**src/rtl/i2c_addr_seq_ctrl_if.sv**
```systemverilog
`default_nettype none
// ============================================================================
//  Module      : i2c_addr_seq_ctrl_if
//  Description : Bus bundle between the I2C bit-level front end and the
//                address sequencer (byte/ACK events in, strobes/address out).
//  Revision    : 1.0 - initial release
// ============================================================================
interface i2c_addr_seq_ctrl_if;
  // Events from the bit-level front end
  logic        start_det;
  logic        stop_det;
  logic        byte_valid;
  logic [7:0]  byte_data;
  logic        mack_valid;
  logic        mack;
  // Sequencer results toward front end and datapath
  logic        slave_ack;
  logic        sel_start_addr;
  logic        incr_addr;
  logic [15:0] start_addr;
  logic [15:0] cur_addr;
  logic        mem_we;
  logic        mem_re;
  logic        rw_mode;
  logic        busy;

  modport slave (
    input  start_det, stop_det, byte_valid, byte_data, mack_valid, mack,
    output slave_ack, sel_start_addr, incr_addr, start_addr, cur_addr,
           mem_we, mem_re, rw_mode, busy
  );

  modport master (
    output start_det, stop_det, byte_valid, byte_data, mack_valid, mack,
    input  slave_ack, sel_start_addr, incr_addr, start_addr, cur_addr,
           mem_we, mem_re, rw_mode, busy
  );
endinterface
`default_nettype wire

```
**src/rtl/i2c_addr_seq_ctrl.sv**
```systemverilog
`default_nettype none
// ============================================================================
//  Module      : i2c_addr_seq_ctrl
//  Description : Decodes control/address bytes of I2C flash transactions,
//                keeps the current memory address and issues write/read
//                strobes (page wrap on writes, full wrap on reads).
//  Revision    : 1.0 - initial release
// ============================================================================
module i2c_addr_seq_ctrl #(
  parameter logic [6:0] DEV_ADDR  = 7'b1010000,
  parameter int         PAGE_BITS = 6
) (
  input  logic               clk,
  input  logic               rst,
  i2c_addr_seq_ctrl_if.slave bus
);

  typedef enum logic [2:0] {
    IDLE      = 3'd0,
    CTRL      = 3'd1,
    ADDR_HI   = 3'd2,
    ADDR_LO   = 3'd3,
    WR_DATA   = 3'd4,
    RD_DATA   = 3'd5,
    WAIT_STOP = 3'd6
  } state_t;

  localparam logic [PAGE_BITS-1:0] PAGE_ONE = 1;

  state_t      state, state_nxt;
  logic        slave_ack_q, slave_ack_nxt;
  logic        sel_q, sel_nxt;
  logic        incr_q, incr_nxt;
  logic        we_q, we_nxt;
  logic        re_q, re_nxt;
  logic        rw_q, rw_nxt;
  logic        busy_q, busy_nxt;
  logic [15:0] cur_q, cur_nxt;
  logic [15:0] start_q, start_nxt;
  logic [7:0]  hi_q, hi_nxt;
  // A write strobe is followed one cycle later by its address increment;
  // an ACKed read increment is followed one cycle later by the read strobe.
  logic        wr_pend_q, wr_pend_nxt;
  logic        rd_pend_q, rd_pend_nxt;

  logic [15:0] cur_page_inc;
  logic        ctrl_match;

  assign cur_page_inc = {cur_q[15:PAGE_BITS], cur_q[PAGE_BITS-1:0] + PAGE_ONE};
  assign ctrl_match   = (bus.byte_data[7:1] == DEV_ADDR);

  // Register all state and outputs; reset returns everything to idle values
  always_ff @(posedge clk) begin
    if (rst) begin
      state       <= IDLE;
      slave_ack_q <= 1'b0;
      sel_q       <= 1'b0;
      incr_q      <= 1'b0;
      we_q        <= 1'b0;
      re_q        <= 1'b0;
      rw_q        <= 1'b0;
      busy_q      <= 1'b0;
      cur_q       <= 16'h0000;
      start_q     <= 16'h0000;
      hi_q        <= 8'h00;
      wr_pend_q   <= 1'b0;
      rd_pend_q   <= 1'b0;
    end else begin
      state       <= state_nxt;
      slave_ack_q <= slave_ack_nxt;
      sel_q       <= sel_nxt;
      incr_q      <= incr_nxt;
      we_q        <= we_nxt;
      re_q        <= re_nxt;
      rw_q        <= rw_nxt;
      busy_q      <= busy_nxt;
      cur_q       <= cur_nxt;
      start_q     <= start_nxt;
      hi_q        <= hi_nxt;
      wr_pend_q   <= wr_pend_nxt;
      rd_pend_q   <= rd_pend_nxt;
    end
  end

  // Next-state and next-output decode with stop > start > byte > mack priority
  always_comb begin
    state_nxt     = state;
    slave_ack_nxt = slave_ack_q;
    sel_nxt       = 1'b0;
    incr_nxt      = 1'b0;
    we_nxt        = 1'b0;
    re_nxt        = 1'b0;
    rw_nxt        = rw_q;
    cur_nxt       = cur_q;
    start_nxt     = start_q;
    hi_nxt        = hi_q;
    wr_pend_nxt   = 1'b0;
    rd_pend_nxt   = 1'b0;

    // The byte was already written, so its address advance always completes
    if (wr_pend_q) begin
      incr_nxt = 1'b1;
      cur_nxt  = cur_page_inc;
    end
    // A read for a transaction that was just terminated is not issued
    if (rd_pend_q && !bus.stop_det && !bus.start_det) begin
      re_nxt = 1'b1;
    end

    if (bus.stop_det) begin
      state_nxt     = IDLE;
      slave_ack_nxt = 1'b0;
    end else if (bus.start_det) begin
      state_nxt     = CTRL;
      slave_ack_nxt = 1'b0;
    end else if (bus.byte_valid) begin
      case (state)
        CTRL: begin
          if (ctrl_match) begin
            slave_ack_nxt = 1'b1;
            rw_nxt        = bus.byte_data[0];
            if (bus.byte_data[0]) begin
              state_nxt = RD_DATA;
              re_nxt    = 1'b1;
            end else begin
              state_nxt = ADDR_HI;
            end
          end else begin
            slave_ack_nxt = 1'b0;
            state_nxt     = WAIT_STOP;
          end
        end
        ADDR_HI: begin
          hi_nxt        = bus.byte_data;
          slave_ack_nxt = 1'b1;
          state_nxt     = ADDR_LO;
        end
        ADDR_LO: begin
          start_nxt     = {hi_q, bus.byte_data};
          cur_nxt       = {hi_q, bus.byte_data};
          sel_nxt       = 1'b1;
          slave_ack_nxt = 1'b1;
          state_nxt     = WR_DATA;
        end
        WR_DATA: begin
          we_nxt        = 1'b1;
          slave_ack_nxt = 1'b1;
          wr_pend_nxt   = 1'b1;
        end
        WAIT_STOP: begin
          slave_ack_nxt = 1'b0;
        end
        default: begin
        end
      endcase
    end else if (bus.mack_valid && (state == RD_DATA)) begin
      if (bus.mack) begin
        incr_nxt    = 1'b1;
        cur_nxt     = cur_q + 16'd1;
        rd_pend_nxt = 1'b1;
      end else begin
        state_nxt     = WAIT_STOP;
        slave_ack_nxt = 1'b0;
      end
    end

    busy_nxt = (state_nxt != IDLE);
  end

  assign bus.slave_ack      = slave_ack_q;
  assign bus.sel_start_addr = sel_q;
  assign bus.incr_addr      = incr_q;
  assign bus.start_addr     = start_q;
  assign bus.cur_addr       = cur_q;
  assign bus.mem_we         = we_q;
  assign bus.mem_re         = re_q;
  assign bus.rw_mode        = rw_q;
  assign bus.busy           = busy_q;

endmodule
`default_nettype wire

```
**src/flat_wrapper.sv**
```systemverilog
// flat-port wrapper written by rule: the top's interface ports become plain ports
module i2c_addr_seq_ctrl_flat 
#(
  parameter logic [6:0] DEV_ADDR  = 7'b1010000,
  parameter int         PAGE_BITS = 6
)
  (clk, rst, bus_start_det, bus_stop_det, bus_byte_valid, bus_byte_data, bus_mack_valid, bus_mack, bus_slave_ack, bus_sel_start_addr, bus_incr_addr, bus_start_addr, bus_cur_addr, bus_mem_we, bus_mem_re, bus_rw_mode, bus_busy);
  i2c_addr_seq_ctrl_if bus_i ();
  input  logic clk;
  input  logic rst;
  input wire logic [$bits(bus_i.start_det)-1:0] bus_start_det;
  input wire logic [$bits(bus_i.stop_det)-1:0] bus_stop_det;
  input wire logic [$bits(bus_i.byte_valid)-1:0] bus_byte_valid;
  input wire logic [$bits(bus_i.byte_data)-1:0] bus_byte_data;
  input wire logic [$bits(bus_i.mack_valid)-1:0] bus_mack_valid;
  input wire logic [$bits(bus_i.mack)-1:0] bus_mack;
  output wire logic [$bits(bus_i.slave_ack)-1:0] bus_slave_ack;
  output wire logic [$bits(bus_i.sel_start_addr)-1:0] bus_sel_start_addr;
  output wire logic [$bits(bus_i.incr_addr)-1:0] bus_incr_addr;
  output wire logic [$bits(bus_i.start_addr)-1:0] bus_start_addr;
  output wire logic [$bits(bus_i.cur_addr)-1:0] bus_cur_addr;
  output wire logic [$bits(bus_i.mem_we)-1:0] bus_mem_we;
  output wire logic [$bits(bus_i.mem_re)-1:0] bus_mem_re;
  output wire logic [$bits(bus_i.rw_mode)-1:0] bus_rw_mode;
  output wire logic [$bits(bus_i.busy)-1:0] bus_busy;
  assign bus_i.start_det = bus_start_det;
  assign bus_i.stop_det = bus_stop_det;
  assign bus_i.byte_valid = bus_byte_valid;
  assign bus_i.byte_data = bus_byte_data;
  assign bus_i.mack_valid = bus_mack_valid;
  assign bus_i.mack = bus_mack;
  assign bus_slave_ack = bus_i.slave_ack;
  assign bus_sel_start_addr = bus_i.sel_start_addr;
  assign bus_incr_addr = bus_i.incr_addr;
  assign bus_start_addr = bus_i.start_addr;
  assign bus_cur_addr = bus_i.cur_addr;
  assign bus_mem_we = bus_i.mem_we;
  assign bus_mem_re = bus_i.mem_re;
  assign bus_rw_mode = bus_i.rw_mode;
  assign bus_busy = bus_i.busy;
  i2c_addr_seq_ctrl #(.DEV_ADDR(DEV_ADDR), .PAGE_BITS(PAGE_BITS)) u_core (.clk(clk), .rst(rst), .bus(bus_i));
endmodule
```
**config.mk**
```make
export PLATFORM = sky130hd
export DESIGN_NAME = i2c_addr_seq_ctrl_flat
export DESIGN_NICKNAME = d
export VERILOG_FILES = /design/src/rtl/i2c_addr_seq_ctrl_if.sv /design/src/rtl/i2c_addr_seq_ctrl.sv /design/src/flat_wrapper.sv
export SDC_FILE = /design/constraint.sdc
export NUM_CORES = 1
export LEC_CHECK = 0
export ABC_AREA = 1
export CORE_MARGIN = 1.5
export CORE_UTILIZATION = 25
export DETAILED_ROUTE_END_ITERATION = 16
export HOLD_SLACK_MARGIN = 0.1
export PLACE_DENSITY = 0.57
export SLEW_MARGIN = 20
export SYNTH_ARGS = -nofsm -noshare
export SYNTH_HDL_FRONTEND = slang
export SYNTH_SLANG_ARGS = --single-unit
```
**constraint.sdc**
```tcl
create_clock -name clk -period 1.2 [get_ports clk]
set_input_delay 0.3 -clock clk [delete_from_list [all_inputs] [get_ports clk]]
set_output_delay 0.3 -clock clk [all_outputs]
set_load 0.02 [all_outputs]
```
Word level (Yosys, flattened, before mapping). Cells that the tools add are included.

Register bits after elaboration: 51. Bits in latches: 0. RAM bits: 0. ROM bits: 0. Input port bits: 15. Output and inout port bits: 39. Logic and storage cells: 78. Memories kept: 0.

$add $sub $neg: 2. Multipliers: 0. Divide/modulo/power cells: 0. Magnitude comparators: 0. Eq/ne operators: 9. Shift-type cells: 0. Multiplexer cells: 36. Bitwise gates (word level): 4. Reduce and logical (&&, ||, !) cells: 15.

Operators with widths (count): $mux W16 (6); $mux W3 (7); $mux W1 (20); $add A16 B1 Y16 const B (1); $eq A3 B3 Y1 const B (3); $pmux W3 S3 (1); $reduce_and A4 Y1 (2); $eq A7 B7 Y1 const B (1); $add A6 B1 Y6 const B (1); $eq A3 B2 Y1 const B (2); $mux W6 (1); $reduce_or A3 Y1 (2); $reduce_and A5 Y1 (1); $reduce_or A5 Y1 (1); $ne A4 B2 Y1 const B (1); $not A1 Y1 (4); $reduce_or A4 Y1 (1); $eq A3 B1 Y1 const B (1); $logic_and A1 B1 Y1 (3); $pmux W1 S3 (1); $reduce_and A3 Y1 (1); $reduce_bool A3 Y1 (1); $logic_not A1 Y1 (2); $ne A2 B2 Y1 const B (1); $reduce_bool A2 Y1 (1).

Logic depth before layout (Yosys ltp). Gate-level depths: netlist of the first run.

Depth after elaboration: 10. Gate-level depth with buffers: 11. Mapped depth without buffers: 10.

Worst setup path after synthesis of the first run. No wires, ideal clock.

Path type: register to register. From: register u_core.cur_q[0], in the netlist u_core.bus.cur_addr[0]. To: register u_core.cur_q[14], in the netlist u_core.bus.cur_addr[14]. Setup time: 0.070 ns. Arrival: 1.477 ns. Data required time: 1.130 ns. Path slack: -0.347 ns. Cell stages (with the launch flop): 10. Buffers on the path: 0. Period minus slack after synthesis: 1.547 ns. Path through: dfxtp_1 -> ha_1 -> nand3_1 -> nor2_2 -> nand3_1 -> inv_1 -> nand2_1 -> nand2_1 -> nand3_1 -> a21oi_1.

Longest elaborated chain between the ends: 6.

Ends and longest elaborated chain: start, declared (line i2c_addr_seq_ctrl.sv:38) `logic [15:0] cur_q, cur_nxt;`; start signal, assigned (line i2c_addr_seq_ctrl.sv:77) `cur_q <= cur_nxt;`; $add A16 B1 Y16 (line i2c_addr_seq_ctrl.sv:159) `cur_nxt = cur_q + 16'd1;`; $mux W16 (line i2c_addr_seq_ctrl.sv:157) `if (bus.mack) begin`; $mux W16 (line i2c_addr_seq_ctrl.sv:156) `end else if (bus.mack_valid && (state == RD_DATA)) begin`; $mux W16 (line i2c_addr_seq_ctrl.sv:116) `end else if (bus.byte_valid) begin`; $mux W16 (line i2c_addr_seq_ctrl.sv:113) `end else if (bus.start_det) begin`; $mux W16 (line i2c_addr_seq_ctrl.sv:110) `if (bus.stop_det) begin`.

Every way passes these cells. A chain may end at the register's enable or synchronous reset.

Final worst setup path of the first run.
From: register u_core.state[1]. To: register u_core.start_q[1], in the netlist u_core.bus.start_addr[1].

Longest elaborated chain between the ends: 2.

Ends and longest elaborated chain: start, declared (line i2c_addr_seq_ctrl.sv:30) `state_t state, state_nxt;`; start signal, assigned (line i2c_addr_seq_ctrl.sv:69) `state <= state_nxt;`; $eq A3 B2 Y1 (line i2c_addr_seq_ctrl.sv:117) `case (state)`; $reduce_and A4 Y1 (no line); end signal, assigned (line i2c_addr_seq_ctrl.sv:78) `start_q <= start_nxt;`; end, declared (line i2c_addr_seq_ctrl.sv:39) `logic [15:0] start_q, start_nxt;`.

Every way passes these cells.

==> impl_metrics.ini, run 1 <==
[floorplan]
die_y_um = 106.0
fp-row-count = 37
ioPinCount = 54
die_w_um = 106.0
core_sq_um = 10320
start_util = 0.2571
die_area_sq_um = 11240

[logic_synthesis]
synth_edf_count = 0
yosys.area.top_type_share = 0.3847
seq_area_frac_synth = 0.3847
synth_ff_type = dfxtp_1
synth_async_sr_flop_share = 0
postSynthCellCount = 391
syn_avg_cell_area_sq_um = 6.787
yosysTopAreaCell = dfxtp_1
yosysUniqueCellTypes = 35
ys.warnings.count = 0
netlist_area_sq_um = 2654
ys_ff_latch = 51
synth_top_cells_by_area = dfxtp_1 38%, nand2_1 11%, inv_1 7.9%, a21oi_1 7.5%, o21ai_0 7.5%
syn-num-nets = 407

[setup_path]
worst-endpoint-arrival_ps = 1650
path_class = flop to flop
critPathCaptureType = flop
worst_ep_required_time_ps = 1410
cp_max_fo = 5
startpoint_type = flop

[place]
hpwl_um = 6507
gp_congestion = 0.8738
port_buffers = 53

[sta]
setup_ws_ps = -242.0
tns_ps = -4186
grt_setup_unrepaired = yes
min_period_ps = 1442
post-route-period-util = 1.202
hold_viol_final = 0
setup_violations = 45
worst_pin_slew_ps = 280.3
maxSlewViolCount = 0
maxSlewHeadroom = 0.8118
clock_skew_ps = 7.766
fmax_mhz = 693.5

[clock_tree]
clk-insertion-delay-late_ps = 310
cts.path.max_buffers = 2
cts_root_buf = clkbuf_8
clkSinkCount = 51
h-tree-depth = 2
clkTransAtPathRegs_ps = 100
cts_tree = built
numCtsBuffers = 5
cts_hold_buffers = 0

[grt]
grt_pass1_vias = 3092
antenna_found_initial = 0
grt.total_usage = 0.1597
grt_max_degree = 18
grt_first_pass_wirelength_um = 14560
overflow = 0

[route]
wirelength_um = 9620
ant_nets = 0
post_drt_wl_per_cell_um = 14.27
drt_iter0_markers = 174
num_vias = 3143
drt-vias-per-instance = 4.663
drt_pre_antenna_iters = 4
drcViolationCount = 0

[cells_and_area]
layout_common_cells = 72 x buf_4, 63 x nand2_1, 42 x inv_1
diodes = 0
final_common_cell = buf_4
drive_gt1_frac = 0.5483
area_growth_pct = 78.88
nets = 553
fill_cells = 1014

[flow_run]
maxCapViolCount = 0

[pwr]
power_leakage_nw = 2.115
p_per_area_nw_per_um2 = 708.9
power_mw = 3.365
irDropWorstVdd_v = 0.0007074

[worst_hold_path]
hold_class = input pin to flop

[run_status]
status = finished, violations left
violations = negative setup slack
## cell type report
class | count | area, sq um | area share
Multi-Input combinational cell | 268 | 1909 | 0.4022
Timing Repair Buffer | 149 | 1229 | 0.2588
Sequential cell | 51 | 1065 | 0.2243
Inverter | 61 | 266.5 | 0.05614
Tap cell | 136 | 170.2 | 0.03585
Clock buffer | 5 | 68.82 | 0.01450
Clock inverter | 3 | 22.52 | 0.004744
Timing Repair inverter | 1 | 16.27 | 0.003426
## synth_stat cells (2+ instances only)
| master | count |
|---|---|
| a21oi_1 | 40 |
| nand3_1 | 36 |
| xnor2_1 | 2 |
| nand2_2 | 5 |
| buf_6 | 2 |
| nand2_1 | 75 |
| buf_2 | 3 |
| nor2_4 | 2 |
| a31oi_1 | 2 |
| nor2_2 | 4 |
| xor2_1 | 3 |
| o21bai_1 | 3 |
| inv_2 | 5 |
| nor2_1 | 30 |
| inv_1 | 56 |
| buf_4 | 2 |
| nand4_1 | 2 |
| o21ai_0 | 40 |
| clkbuf_1 | 3 |
| a211oi_1 | 2 |
| dfxtp_1 | 51 |
| o21ai_1 | 10 |
## per-stage QoR
stage            util  instance area [sq um]  worst slack, ps  instances  hold slack [ps]
4_1_cts        0.4078                   4210           -149.8        658            377.6
3_3_place_gp   0.3815                   3939           -638.9        639            427.5
3_5_place_dp   0.3815                   3939           -644.9        639            438.4
6_report       0.4598                   4747           -242.0        674            277.9
2_1_floorplan       -                   2750           -77.17        391            369.1
5_1_grt        0.4598                   4747           -286.3        674            306.9
## layer usage
metal / vias up / global-route usage / share of wire
li1: 1574 / - / -
met2: 81 / 0.2760 / 0.50
met5: - / 0 / 0
met1: 1472 / 0.2071 / 0.43
met4: 0 / 0.04247 / 0.020
met3: 16 / 0.02330 / 0.045
## state kept, by name, indices dropped and copies added (netlist names)
name                       flops
u_core.bus.cur_addr           16
u_core.bus.start_addr         16
u_core.hi_q                    8
u_core.state                   3
u_core.bus.busy                1
u_core.bus.incr_addr           1
u_core.bus.mem_re              1
u_core.bus.rw_mode             1
u_core.bus.sel_start_addr      1
u_core.bus.slave_ack           1
u_core.rd_pend_q               1
u_core.wr_pend_q               1
## worst max-delay path: stages, from the launching register on
cell	delay, ps
dfxtp_4	390
buf_12	130
nand3_4	120
inv_6	70
nand2_8	100
buf_12	120
buf_8	100
clkinv_8	60
a211oi_2	250
## path summary, 6_finish.rpt
kind                         start                       end  slack (ps)  cells after the start
hold / removal        bus_stop_det           u_core.state[0]         280                      4
hold reg to reg   u_core.rd_pend_q         u_core.bus.mem_re         460                      1
setup / recovery   u_core.state[1]  u_core.bus.start_addr[1]        -240                      8
setup reg to reg   u_core.state[1]  u_core.bus.start_addr[1]        -240                      8
## repair_timing
item	4_1_cts	5_1_grt
pin swaps	23	35
setup endpoints to repair	90	56
cloned	1	2
buffers inserted	10	16
resized for setup	251	133
## cells by family (layout without fill, tap and decap cells)
group	count (synthesis)	count (layout)	share of synthesized area
AND/OR/NAND/NOR	160	160	0.2791
flip-flops	51	51	0.3847
buffers and inverters	72	219	0.1117
XOR/XNOR	5	5	0.01650
adder cells (fa/ha/maj)	1	1	0.004714
AO/OA/AOI/OAI	102	102	0.2032
## where the power goes
| part | internal [mW] | switching (mW) |
|---|---|---|
| logic | 0.261 | 0.318 |
| registers | 1.70 | 0.0263 |
| clock network | 0.421 | 0.635 |
No activity file was read; power rests on OpenSTA's default activity.
==> run 2: changes to the inputs <==
--- a/config.mk
+++ b/config.mk
@@ -6,6 +6,7 @@
 export NUM_CORES = 1
 export LEC_CHECK = 0
 export ABC_AREA = 1
+export CAP_MARGIN = 20
 export CORE_MARGIN = 1.5
 export CORE_UTILIZATION = 25
 export DETAILED_ROUTE_END_ITERATION = 16
==> results of run 2 <==
The final DEF is identical to that of run 1; final timing and power are the same.
==> run 3: changes to the inputs <==
--- a/config.mk
+++ b/config.mk
@@ -7,11 +7,14 @@
 export LEC_CHECK = 0
 export ABC_AREA = 1
 export CAP_MARGIN = 20
+export CELL_PAD_IN_SITES_DETAIL_PLACEMENT = 1
+export CELL_PAD_IN_SITES_GLOBAL_PLACEMENT = 1
 export CORE_MARGIN = 1.5
 export CORE_UTILIZATION = 25
+export CTS_BUF_LIST = sky130_fd_sc_hd__clkbuf_8
 export DETAILED_ROUTE_END_ITERATION = 16
 export HOLD_SLACK_MARGIN = 0.1
-export PLACE_DENSITY = 0.57
+export PLACE_DENSITY = 0.72
 export SLEW_MARGIN = 20
 export SYNTH_ARGS = -nofsm -noshare
 export SYNTH_HDL_FRONTEND = slang
==> run 3 against run 2 <==
  * The run still ends with negative setup slack left
  * Sequential cell count is the same
  * Global-route usage up 5.1 points
  * Worst hold slack worse by 2.2 ps
  * Routed wire length increased by 38%
  * Via count increased by 8.4%
  * Non-clock buffer count is 9 higher
  * Die area unchanged
  * Clock skew is 4.8 ps higher
  * Total power rose by 3.6%
  * First-iteration DRC count decreased by 21%
  * Largest cell class unchanged
  * Clock-buffer cell count unchanged
  * Critical endpoint is now u_core.bus.cur_addr[4]
==> impl_metrics.ini, run 3 (same netlist as run 1, synthesis figures left out) <==
[setup_path]
startpoint_type = flop
r2r_cells = 9
worst_ep_required_time_ps = 1410
cp_max_fo = 5
r2r_slack_ps = -280
path_class = flop to flop
r2r_end = u_core.bus.cur_addr[4]
regToRegStartpoint = u_core.bus.cur_addr[1]
worst-endpoint-arrival_ps = 1690
critPathCaptureType = flop

[pwr]
p_per_area_nw_per_um2 = 703.4
power_mw = 3.485
power_leakage_nw = 2.172
irDropWorstVdd_v = 0.0004513

[cells_and_area]
nets = 565
diodes = 0
final_common_cell = buf_4
final_cell_area_sq_um = 4955
area_growth_pct = 86.70
drive_gt1_frac = 0.5982
fill_cells = 1259
layout_common_cells = 93 x buf_4, 52 x nand2_1, 41 x inv_1

[clock_tree]
cts_root_buf = clkbuf_8
clkTransAtPathRegs_ps = 110
h-tree-depth = 2
cts_hold_buffers = 0
numCtsBuffers = 5
cts_tree = built
clk-insertion-delay-late_ps = 330
cts.path.max_buffers = 2
clkSinkCount = 51

[grt]
grt_max_degree = 31
antenna_found_initial = 0
met3_usage = 0.03250
overflow = 0
grt_busiest_layer = met2
grt_pass1_vias = 3648
grt_first_pass_wirelength_um = 18500
met1_usage = 0.2399
grt.total_usage = 0.2111
met2_usage = 0.3989

[sta]
tns_ps = -6513
min_period_ps = 1484
grt_setup_unrepaired = yes
clock_skew_ps = 12.58
setup_violations = 48
setup_ws_ps = -283.7
fmax_mhz = 674.0
post-route-period-util = 1.236
maxSlewViolCount = 0
worst_pin_slew_ps = 379.9
hold_viol_final = 0
maxSlewHeadroom = 0.7467

[place]
placed_area_sq_um = 3959
port_buffers = 53
hpwl_um = 7587
gp_congestion = 0.7896

[worst_hold_path]
holdCritStartpoint = bus_byte_data[3]
hold_path_depth = 3
min_to = u_core.hi_q[3]
hold_class = input pin to flop

[floorplan]
die_y_um = 106.0
core_sq_um = 10320
fp-row-count = 37
ioPinCount = 54
die_w_um = 106.0
start_util = 0.2571
die_area_sq_um = 11240

[run_status]
violations = negative setup slack
status = finished, violations left

[route]
drt_pre_antenna_iters = 4
ant_nets = 0
drt-vias-per-instance = 4.966
drt_iter0_markers = 137
drcViolationCount = 0
num_vias = 3407
post_drt_wl_per_cell_um = 19.31
wirelength_um = 13250

[flow_run]
maxCapViolCount = 0
## run 3: cell count changes in the layout (fill, tap and decap cells not counted), sizes merged
cell           delta
clkinvlp          +2
dlymetal6s2s      -1
clkinv            +1
buf               +8
clkbuf            -2
dlygate4sd2       +3
inv               -1
nand2             +1
clkdlybuf4s15     +1
## run 3: critical path, stage by stage, from the launching register on
cell and delay, ps:
dfxtp_4 410, ha_4 170, nand3_4 110, xor2_2 170, nand2_1 90, nand2_1 70, nand2_1 80, nand2_1 60
nor2_1 130, nor2_1 80
## run 3: power breakdown
part | internal, mW | total (mW) | switching, mW
combinational | 0.262 | 0.624 | 0.361
sequential | 1.70 | 1.73 | 0.0313
clock | 0.430 | 1.13 | 0.698
total | 2.39 | 3.49 | 1.09
## run 3: how the worst max path moves through the flow
stage | from | end | slack [ps] | cells past startpoint
finish | u_core.bus.cur_addr[1] | u_core.bus.cur_addr[4] | -280 | 9
global route | u_core.bus.cur_addr[1] | u_core.bus.cur_addr[4] | -370 | 9
CTS | u_core.bus.cur_addr[0] | u_core.bus.cur_addr[4] | -190 | 9
detailed placement | bus_byte_valid | u_core.bus.cur_addr[10] | -740 | 9
global placement | bus_byte_valid | u_core.bus.cur_addr[10] | -720 | 9
floorplan | u_core.state[1] | u_core.bus.cur_addr[7] | -80 | 10
## run 3: timing repair
| action | 4_1_cts | 5_1_grt |
|---|---|---|
| gates cloned | 6 | 0 |
| setup buffers | 20 | 11 |
| endpoints found under the setup margin | 89 | 62 |
| resized for setup | 319 | 106 |
| pin swaps | 31 | 35 |
## run 3: through the flow
stage	worst slack, ps	hold WS [ps]	util	std cells
6_report	-283.7	275.7	0.4799	686
5_1_grt	-368.0	293.3	0.4799	686
4_1_cts	-190.0	374.5	0.4381	678
3_5_place_dp	-740.9	449.1	0.3835	645
3_3_place_gp	-724.2	437.9	0.3835	645
2_1_floorplan	-77.17	369.1	-	391
## run 3: cell type report
class                      instances  area [sq um]  share of cell area
tap                              136         170.2             0.03434
clock buffer                       5         68.82             0.01389
timing repair buffer             158          1281              0.2586
clock inverter                     3         27.53            0.005556
multi-input combinational        269          2038              0.4114
inverter                          61         267.8             0.05404
sequential                        51          1071              0.2162
timing repair inverter             3         30.03            0.006061
## run 3: routing by layer
metal  share of wire  routed length [um]
met5               0                   0
met4           0.053                 701
met3           0.037                 485
met2            0.53                7001
met1            0.38                5058
